### src/rtl/fpga_mem_bist_pkg.sv
// Shared types and helpers for the memory BIST initiator.
package mem_bist_pkg;

  // Mem-net message opcode.
  typedef logic [2:0] t_op;
  localparam t_op MEM_MSG_READ  = 3'd0;
  localparam t_op MEM_MSG_WRITE = 3'd1;

  typedef enum logic [2:0] {
    ST_IDLE   = 3'd0,
    ST_WRITE  = 3'd1,
    ST_WDRAIN = 3'd2,
    ST_READ   = 3'd3,
    ST_RDRAIN = 3'd4,
    ST_DONE   = 3'd5
  } t_bist_state;

  // Data word written to / expected from word index idx.
  function automatic logic [31:0] bist_pattern(input logic [31:0] idx);
    return {idx[15:0], ~idx[15:0]};
  endfunction

  // Word index of a byte address relative to the window base.
  function automatic logic [31:0] bist_index(input logic [31:0] addr,
                                             input logic [31:0] base);
    logic [31:0] diff;
    diff = addr - base;
    return {2'b00, diff[31:2]};
  endfunction

endpackage

### src/rtl/fpga_mem_bist_scoreboard.sv
// Response checker: flags a bad response, counts errors (saturating) and
// latches the address of the first one.
module MemBistScoreboard
  import mem_bist_pkg::*;
#(
  parameter int unsigned p_opaq_bits = 8,
  parameter int unsigned p_num_words = 16,
  parameter logic [31:0] p_base_addr = 32'h0000_0000
) (
  input  logic                   mem_clk,
  input  logic                   rst,
  input  logic                   clear,
  input  logic                   check_en,
  input  logic [2:0]             exp_op,
  input  logic [2:0]             resp_op,
  input  logic [p_opaq_bits-1:0] resp_opaque,
  input  logic [31:0]            resp_addr,
  input  logic [31:0]            resp_data,
  output logic [15:0]            err_count,
  output logic [31:0]            first_err_addr
);

  localparam logic [31:0] WIN_BYTES = 32'(p_num_words) << 2;

  logic [31:0] idx;
  logic        in_window;
  logic        bad;

  // Classify the response currently on the bus.
  always_comb begin
    idx       = bist_index(resp_addr, p_base_addr);
    in_window = (resp_addr - p_base_addr) < WIN_BYTES;
    bad       = 1'b0;
    if (resp_op != exp_op)                        bad = 1'b1;
    if (resp_opaque != idx[p_opaq_bits-1:0])      bad = 1'b1;
    if (!in_window)                               bad = 1'b1;
    if ((exp_op == MEM_MSG_READ) && (resp_data != bist_pattern(idx))) bad = 1'b1;
  end

  // Saturating error counter and first-error latch; cleared on each new run.
  always_ff @(posedge mem_clk) begin
    if (rst || clear) begin
      err_count      <= 16'h0000;
      first_err_addr <= 32'h0000_0000;
    end else if (check_en && bad) begin
      if (err_count != 16'hFFFF) err_count <= err_count + 16'h0001;
      if (err_count == 16'h0000) first_err_addr <= resp_addr;
    end
  end

endmodule

### src/rtl/fpga_mem_bist.sv
// Memory BIST initiator: writes a pattern over a word window, reads it back
// and checks every response.
// Handshake: a transfer happens on a rising edge where val and rdy are both
// high; once req_val is high the request message holds until that transfer.
module fpga_mem_bist
  import mem_bist_pkg::*;
#(
  parameter int unsigned p_opaq_bits = 8,
  parameter int unsigned p_num_words = 16,
  parameter logic [31:0] p_base_addr = 32'h0000_0000,
  parameter int unsigned p_max_outst = 2,
  parameter logic [1:0]  p_origin    = 2'b00
) (
  input  logic                   mem_clk,
  input  logic                   rst,
  input  logic                   start,
  output logic                   done,
  output logic                   pass,
  output logic [15:0]            err_count,
  output logic [31:0]            first_err_addr,
  output logic [2:0]             dbg_state,
  // request channel
  output logic                   req_val,
  input  logic                   req_rdy,
  output logic [2:0]             req_op,
  output logic [p_opaq_bits-1:0] req_opaque,
  output logic [1:0]             req_origin,
  output logic [31:0]            req_addr,
  output logic [3:0]             req_strb,
  output logic [31:0]            req_data,
  // response channel
  input  logic                   resp_val,
  output logic                   resp_rdy,
  input  logic [2:0]             resp_op,
  input  logic [p_opaq_bits-1:0] resp_opaque,
  input  logic [1:0]             resp_origin,
  input  logic [31:0]            resp_addr,
  input  logic [3:0]             resp_strb,
  input  logic [31:0]            resp_data
);

  // One extra bit so the index of the last word never wraps.
  localparam int IDX_W = $clog2(p_num_words) + 1;
  localparam int OUT_W = $clog2(p_max_outst + 1);
  localparam logic [IDX_W-1:0] LAST_IDX = IDX_W'(p_num_words - 1);

  t_bist_state      state;
  logic [IDX_W-1:0] issue_idx;
  logic [OUT_W-1:0] outst;
  logic [OUT_W-1:0] outst_next;
  logic [31:0]      word_idx;
  logic             done_q;
  logic             active;
  logic             req_xfer;
  logic             resp_xfer;
  logic             enter_write;
  logic             read_phase;
  logic             unused_resp_fields;

  assign unused_resp_fields = ^{resp_origin, resp_strb};

  assign active      = (state != ST_IDLE) && (state != ST_DONE);
  assign read_phase  = (state == ST_READ) || (state == ST_RDRAIN);
  assign enter_write = start && ((state == ST_IDLE) || (state == ST_DONE));
  assign req_val     = ((state == ST_WRITE) || (state == ST_READ)) &&
                       (outst < OUT_W'(p_max_outst));
  assign req_xfer    = req_val && req_rdy;
  assign resp_rdy    = 1'b1;
  // Responses outside a run are dropped entirely.
  assign resp_xfer   = resp_val && active;

  // Request message is built from the registered index, so it is stable
  // for as long as req_val waits for rdy.
  assign word_idx   = 32'(issue_idx);
  assign req_op     = read_phase ? MEM_MSG_READ : MEM_MSG_WRITE;
  assign req_opaque = word_idx[p_opaq_bits-1:0];
  assign req_origin = p_origin;
  assign req_addr   = p_base_addr + (word_idx << 2);
  assign req_strb   = 4'hF;
  assign req_data   = read_phase ? 32'h0000_0000 : bist_pattern(word_idx);

  assign done      = done_q;
  assign pass      = done_q && (err_count == 16'h0000);
  assign dbg_state = state;

  // Next value of the in-flight request count.
  always_comb begin
    outst_next = outst;
    case ({req_xfer, resp_xfer})
      2'b10:   outst_next = outst + OUT_W'(1);
      2'b01:   outst_next = outst - OUT_W'(1);
      default: outst_next = outst;
    endcase
  end

  // Test sequencer: write pass, drain, read pass, drain, done.
  always_ff @(posedge mem_clk) begin
    if (rst) begin
      state     <= ST_IDLE;
      issue_idx <= '0;
      outst     <= '0;
      done_q    <= 1'b0;
    end else begin
      outst <= outst_next;
      case (state)
        ST_IDLE: begin
          if (enter_write) begin
            state     <= ST_WRITE;
            issue_idx <= '0;
          end
        end
        ST_WRITE: begin
          if (req_xfer) begin
            if (issue_idx == LAST_IDX) begin
              state     <= ST_WDRAIN;
              issue_idx <= '0;
            end else begin
              issue_idx <= issue_idx + IDX_W'(1);
            end
          end
        end
        ST_WDRAIN: begin
          if (outst_next == '0) state <= ST_READ;
        end
        ST_READ: begin
          if (req_xfer) begin
            if (issue_idx == LAST_IDX) begin
              state     <= ST_RDRAIN;
              issue_idx <= '0;
            end else begin
              issue_idx <= issue_idx + IDX_W'(1);
            end
          end
        end
        ST_RDRAIN: begin
          if (outst_next == '0) begin
            state  <= ST_DONE;
            done_q <= 1'b1;
          end
        end
        ST_DONE: begin
          if (enter_write) begin
            state     <= ST_WRITE;
            issue_idx <= '0;
            done_q    <= 1'b0;
          end
        end
        default: state <= ST_IDLE;
      endcase
    end
  end

  MemBistScoreboard #(
    .p_opaq_bits (p_opaq_bits),
    .p_num_words (p_num_words),
    .p_base_addr (p_base_addr)
  ) u_scoreboard (
    .mem_clk        (mem_clk),
    .rst            (rst),
    .clear          (enter_write),
    .check_en       (resp_xfer),
    .exp_op         (req_op),
    .resp_op        (resp_op),
    .resp_opaque    (resp_opaque),
    .resp_addr      (resp_addr),
    .resp_data      (resp_data),
    .err_count      (err_count),
    .first_err_addr (first_err_addr)
  );

endmodule

### config.mk
export PLATFORM = sky130hd
export DESIGN_NAME = fpga_mem_bist
export DESIGN_NICKNAME = d
export VERILOG_FILES = /design/src/rtl/fpga_mem_bist_pkg.sv /design/src/rtl/fpga_mem_bist_scoreboard.sv /design/src/rtl/fpga_mem_bist.sv
export SDC_FILE = /design/constraint.sdc
export NUM_CORES = 1
export LEC_CHECK = 0
export BUFFER_PORTS_ARGS = -buffer_cell sky130_fd_sc_hd__clkbuf_2
export CAP_MARGIN = 10
export CORE_MARGIN = 5
export CORE_UTILIZATION = 31
export CTS_CLUSTER_DIAMETER = 150
export DETAILED_ROUTE_END_ITERATION = 8
export GPL_TIMING_DRIVEN = 0
export PLACE_DENSITY = 0.61
export SETUP_SLACK_MARGIN = 0.4
export SYNTH_ARGS = -nofsm -noshare
export SYNTH_HDL_FRONTEND = slang
export SYNTH_SLANG_ARGS = --single-unit
### constraint.sdc
create_clock -name mem_clk -period 5.6 [get_ports mem_clk]
set_clock_uncertainty 0.15 [all_clocks]
set_input_delay 0.84 -clock mem_clk [delete_from_list [all_inputs] [get_ports mem_clk]]
set_output_delay 0.84 -clock mem_clk [all_outputs]
set_load 0.03 [all_outputs]
==> results by group <==
Timing
  • Max Slew Vio Count: 0
  • Hold Fails Final Rpt: 0
  • Fmax: between 200 and 300 MHz
  • Worst rel slew slack: 35.50%
  • Total negative slack: 0 ps
  • RSZ-0062 raised after global routing: false
  • Final Setup Violations: 0
  • Fin crit period: 3399 ps
  • Pin slew with the least headroom to its limit: 967.5 ps
  • Tcrit/Tclk final: 60.70%
  • Setup slack after layout: 2201 ps

Final layout
  • Layout area overhead: 39.45%
  • Layout cell share with drive strength beyond 1: 37.29%
  • Finished Layout Cells: 847
  • # nets final: 785
  • Diode count: 0

Synth
  • Async set or reset register ratio after synthesis: 0%
  • Avg Inst Size Synth: between 7 and 8 um^2
  • Post-synthesis cell area: between 3000 and 4000 um^2
  • Dominant cell type by area after synthesis: dfxtp_1
  • Mapped Cells: approximately 470
  • Yosys warns: 0
  • Register area share after synthesis: 31.77%
  • Commonest cells in the netlist: 68 x buf_4, 59 x dfxtp_1, 49 x nand2_1
  • Post-synth top area share: between 30% and 40%
  • Unique cell type count in the Yosys netlist: 55
  • Post-synth EDFFs: 0
  • FF+latch count, synth: 59
  • Dominant synthesized flop cell: dfxtp_1
  • Most frequent cell after synthesis: buf_4
  • Largest cells by area after synthesis: dfxtp_1 32%, buf_4 14%, nand3_1 5.4%

Floorplanning
  • Core region area: between 10,000 and 15,000 um^2
  • Initial core utilization: roughly a third
  • Chip height: around 120 um
  • Die Wd: 119.5 um
  • Die footprint: 14,280 um^2
  • I/O pins: 222
  • Cell row count: 40

Clocking
  • H-tree depth: 3
  • # clock sinks: 59
  • Setup Fix Bufs, Post-CTS: 0
  • Num CTS Buffers: 9
  • Post-cts repair resize count: 0
  • Reg clk slew, reported paths: 50 ps
  • CTS tree: yes
  • Clk root buf: clkbuf_16
  • Hold-fix buffers at CTS: 0
  • CTS max path bufs: 2
  • Clk Latency, worst-skew pair: 320 ps

Placed design
  • # port buffers: 164
  • RePlAce Congestion: 0.8929
  • Cells after DPL: 831
  • DP Worst Slack: 1794 ps
  • Final HPWL DP: 10,200 um

Critical path
  • CP Capture Type: flip-flop
  • Most used cell, CP: nor4_1
  • WP data arrival: approximately 3400 ps
  • WP buf/inv: 2
  • CP max FO: 10
  • Worst stage delay on the critical path: 540 ps
  • CP top delay family: simple AND/OR/NAND/NOR gates
  • WS Path Type: in2reg
  • Cell-by-cell trace of the critical path: clkbuf_2 -> nor4_1 -> nand4_1 -> nor4_1 -> a21oi_1 -> o21bai_2 -> clkbuf_1 -> o21ai_0
  • Worst path required time: roughly 5600 ps
  • CP max-delay cell: nor4_1
  • CP startpoint kind: input pin

Power
  • Total Power: between 0.001 and 0.0015 W
  • Leakage: 2.465 nW
  • Pwr/cell area: 231.4 nW/um^2
  • VDD IR-drop max: roughly 0.11 mV

Route
  • DR pass1 iterations: 4
  • Drt initial violations: 240
  • Routed len/inst: around 14 um
  • Final ANT Viol Nets: 0
  • Via Count: 3,971
  • DRC Markers: 0
  • Vias per Instance: around 4.7
  • Post-Route WL: 12,220 um

Job
  • Maxcap violations: 0

Status
  • Outcome: finished, final reports clean

Global routing
  • Pin count of the biggest net entering global routing: 20
  • All-Layer GR Usage: 16.46%
  • Total grt overflow: 0
  • Global-route wire length before repair: 18,980 um
  • Number of global-route vias before repair: 3,836
  • Initial antenna violation count: 0

Hold path
  • Hold Path Class: reg2reg
routing by layer:
| metal | vias to the layer above | part of all wire (%) | global-route usage [%] |
|---|---|---|---|
| met4 | 0 | 1.1 | 5.583 |
| met3 | 10 | 9.7 | 4.995 |
| li1 | 1999 | - | - |
| met1 | 1767 | 42 | 19.72 |
| met2 | 195 | 47 | 28.04 |
| met5 | - | 0 | 0 |
logic make-up (layout without fill, tap and decap cells):
group,count (synthesis),after routing,share of synthesized area (%)
and+or+nand+nor,188,188,26.19
buffers and inverters,95,275,17.13
AOI/OAI and AO/OA,84,84,13.90
DFF,59,59,31.77
xor gates and xnor gates,39,39,9.189
adders and majority gates,4,4,1.346
other,2,50,0.2020
muxes,1,1,0.2693
sequential cells by signal, indices dropped and copies added (netlist names):
signal and flops:
done 1, u_scoreboard.err_count 16, u_scoreboard.first_err_addr 32, dbg_state 3
issue_idx 5, outst 2
per-stage QoR:
| stage | area (um^2) | util, % | hold slack [ps] |
|---|---|---|---|
| after floorplan | 3897 | - | 338.5 |
| after global placement | 4902 | 41.33 | 309.0 |
| after detailed placement | 4902 | 41.33 | 315.9 |
| after CTS | 5184 | 43.70 | 323.9 |
| after global routing | 5184 | 43.70 | 341.3 |
| final | 5184 | 43.70 | 317.8 |
path summary, 6_finish.rpt:
check	startpoint	to	slack (ps)	cells past startpoint
setup reg to reg	dbg_state[2]	dbg_state[0]	2580	11
hold reg to reg	u_scoreboard.first_err_addr[5]	u_scoreboard.first_err_addr[5]	320	2
setup / recovery	resp_addr[9]	u_scoreboard.first_err_addr[0]	2200	8
hold / removal	u_scoreboard.first_err_addr[5]	u_scoreboard.first_err_addr[5]	320	2
where the power goes:
part           internal (W)  switching, W  total, W
Combinational     0.0000896      0.000161  0.000250
Clock              0.000322      0.000189  0.000511
Sequential         0.000431    0.00000783  0.000439
cells in the final DEF, fill, tap and decap left out, drive strengths merged, types with 18 or more instances in the layout:
master / n
buf: 73
o21ai: 41
dfxtp: 59
xnor2: 22
nand3: 40
a21oi: 18
clkbuf: 190
nand2: 49
nor2: 24
conb: 50
final cells by class:
| cell class | instances | area [um^2] |
|---|---|---|
| sequential | 59 | 1181 |
| multi-input combinational | 366 | 2079 |
| timing repair buffer | 164 | 820.8 |
| buffer | 87 | 601.8 |
| inverter | 8 | 35.03 |
| tap | 147 | 183.9 |
| clock buffer | 12 | 256.5 |
| fill | 1263 | 6678 |
| clock inverter | 4 | 25.02 |
worst min-delay path: stages, from the launching register on:
cell and delay [ps]:
dfxtp_1 300, nand3_1 50, o21ai_0 60
(Power assumes the default switching activity.)
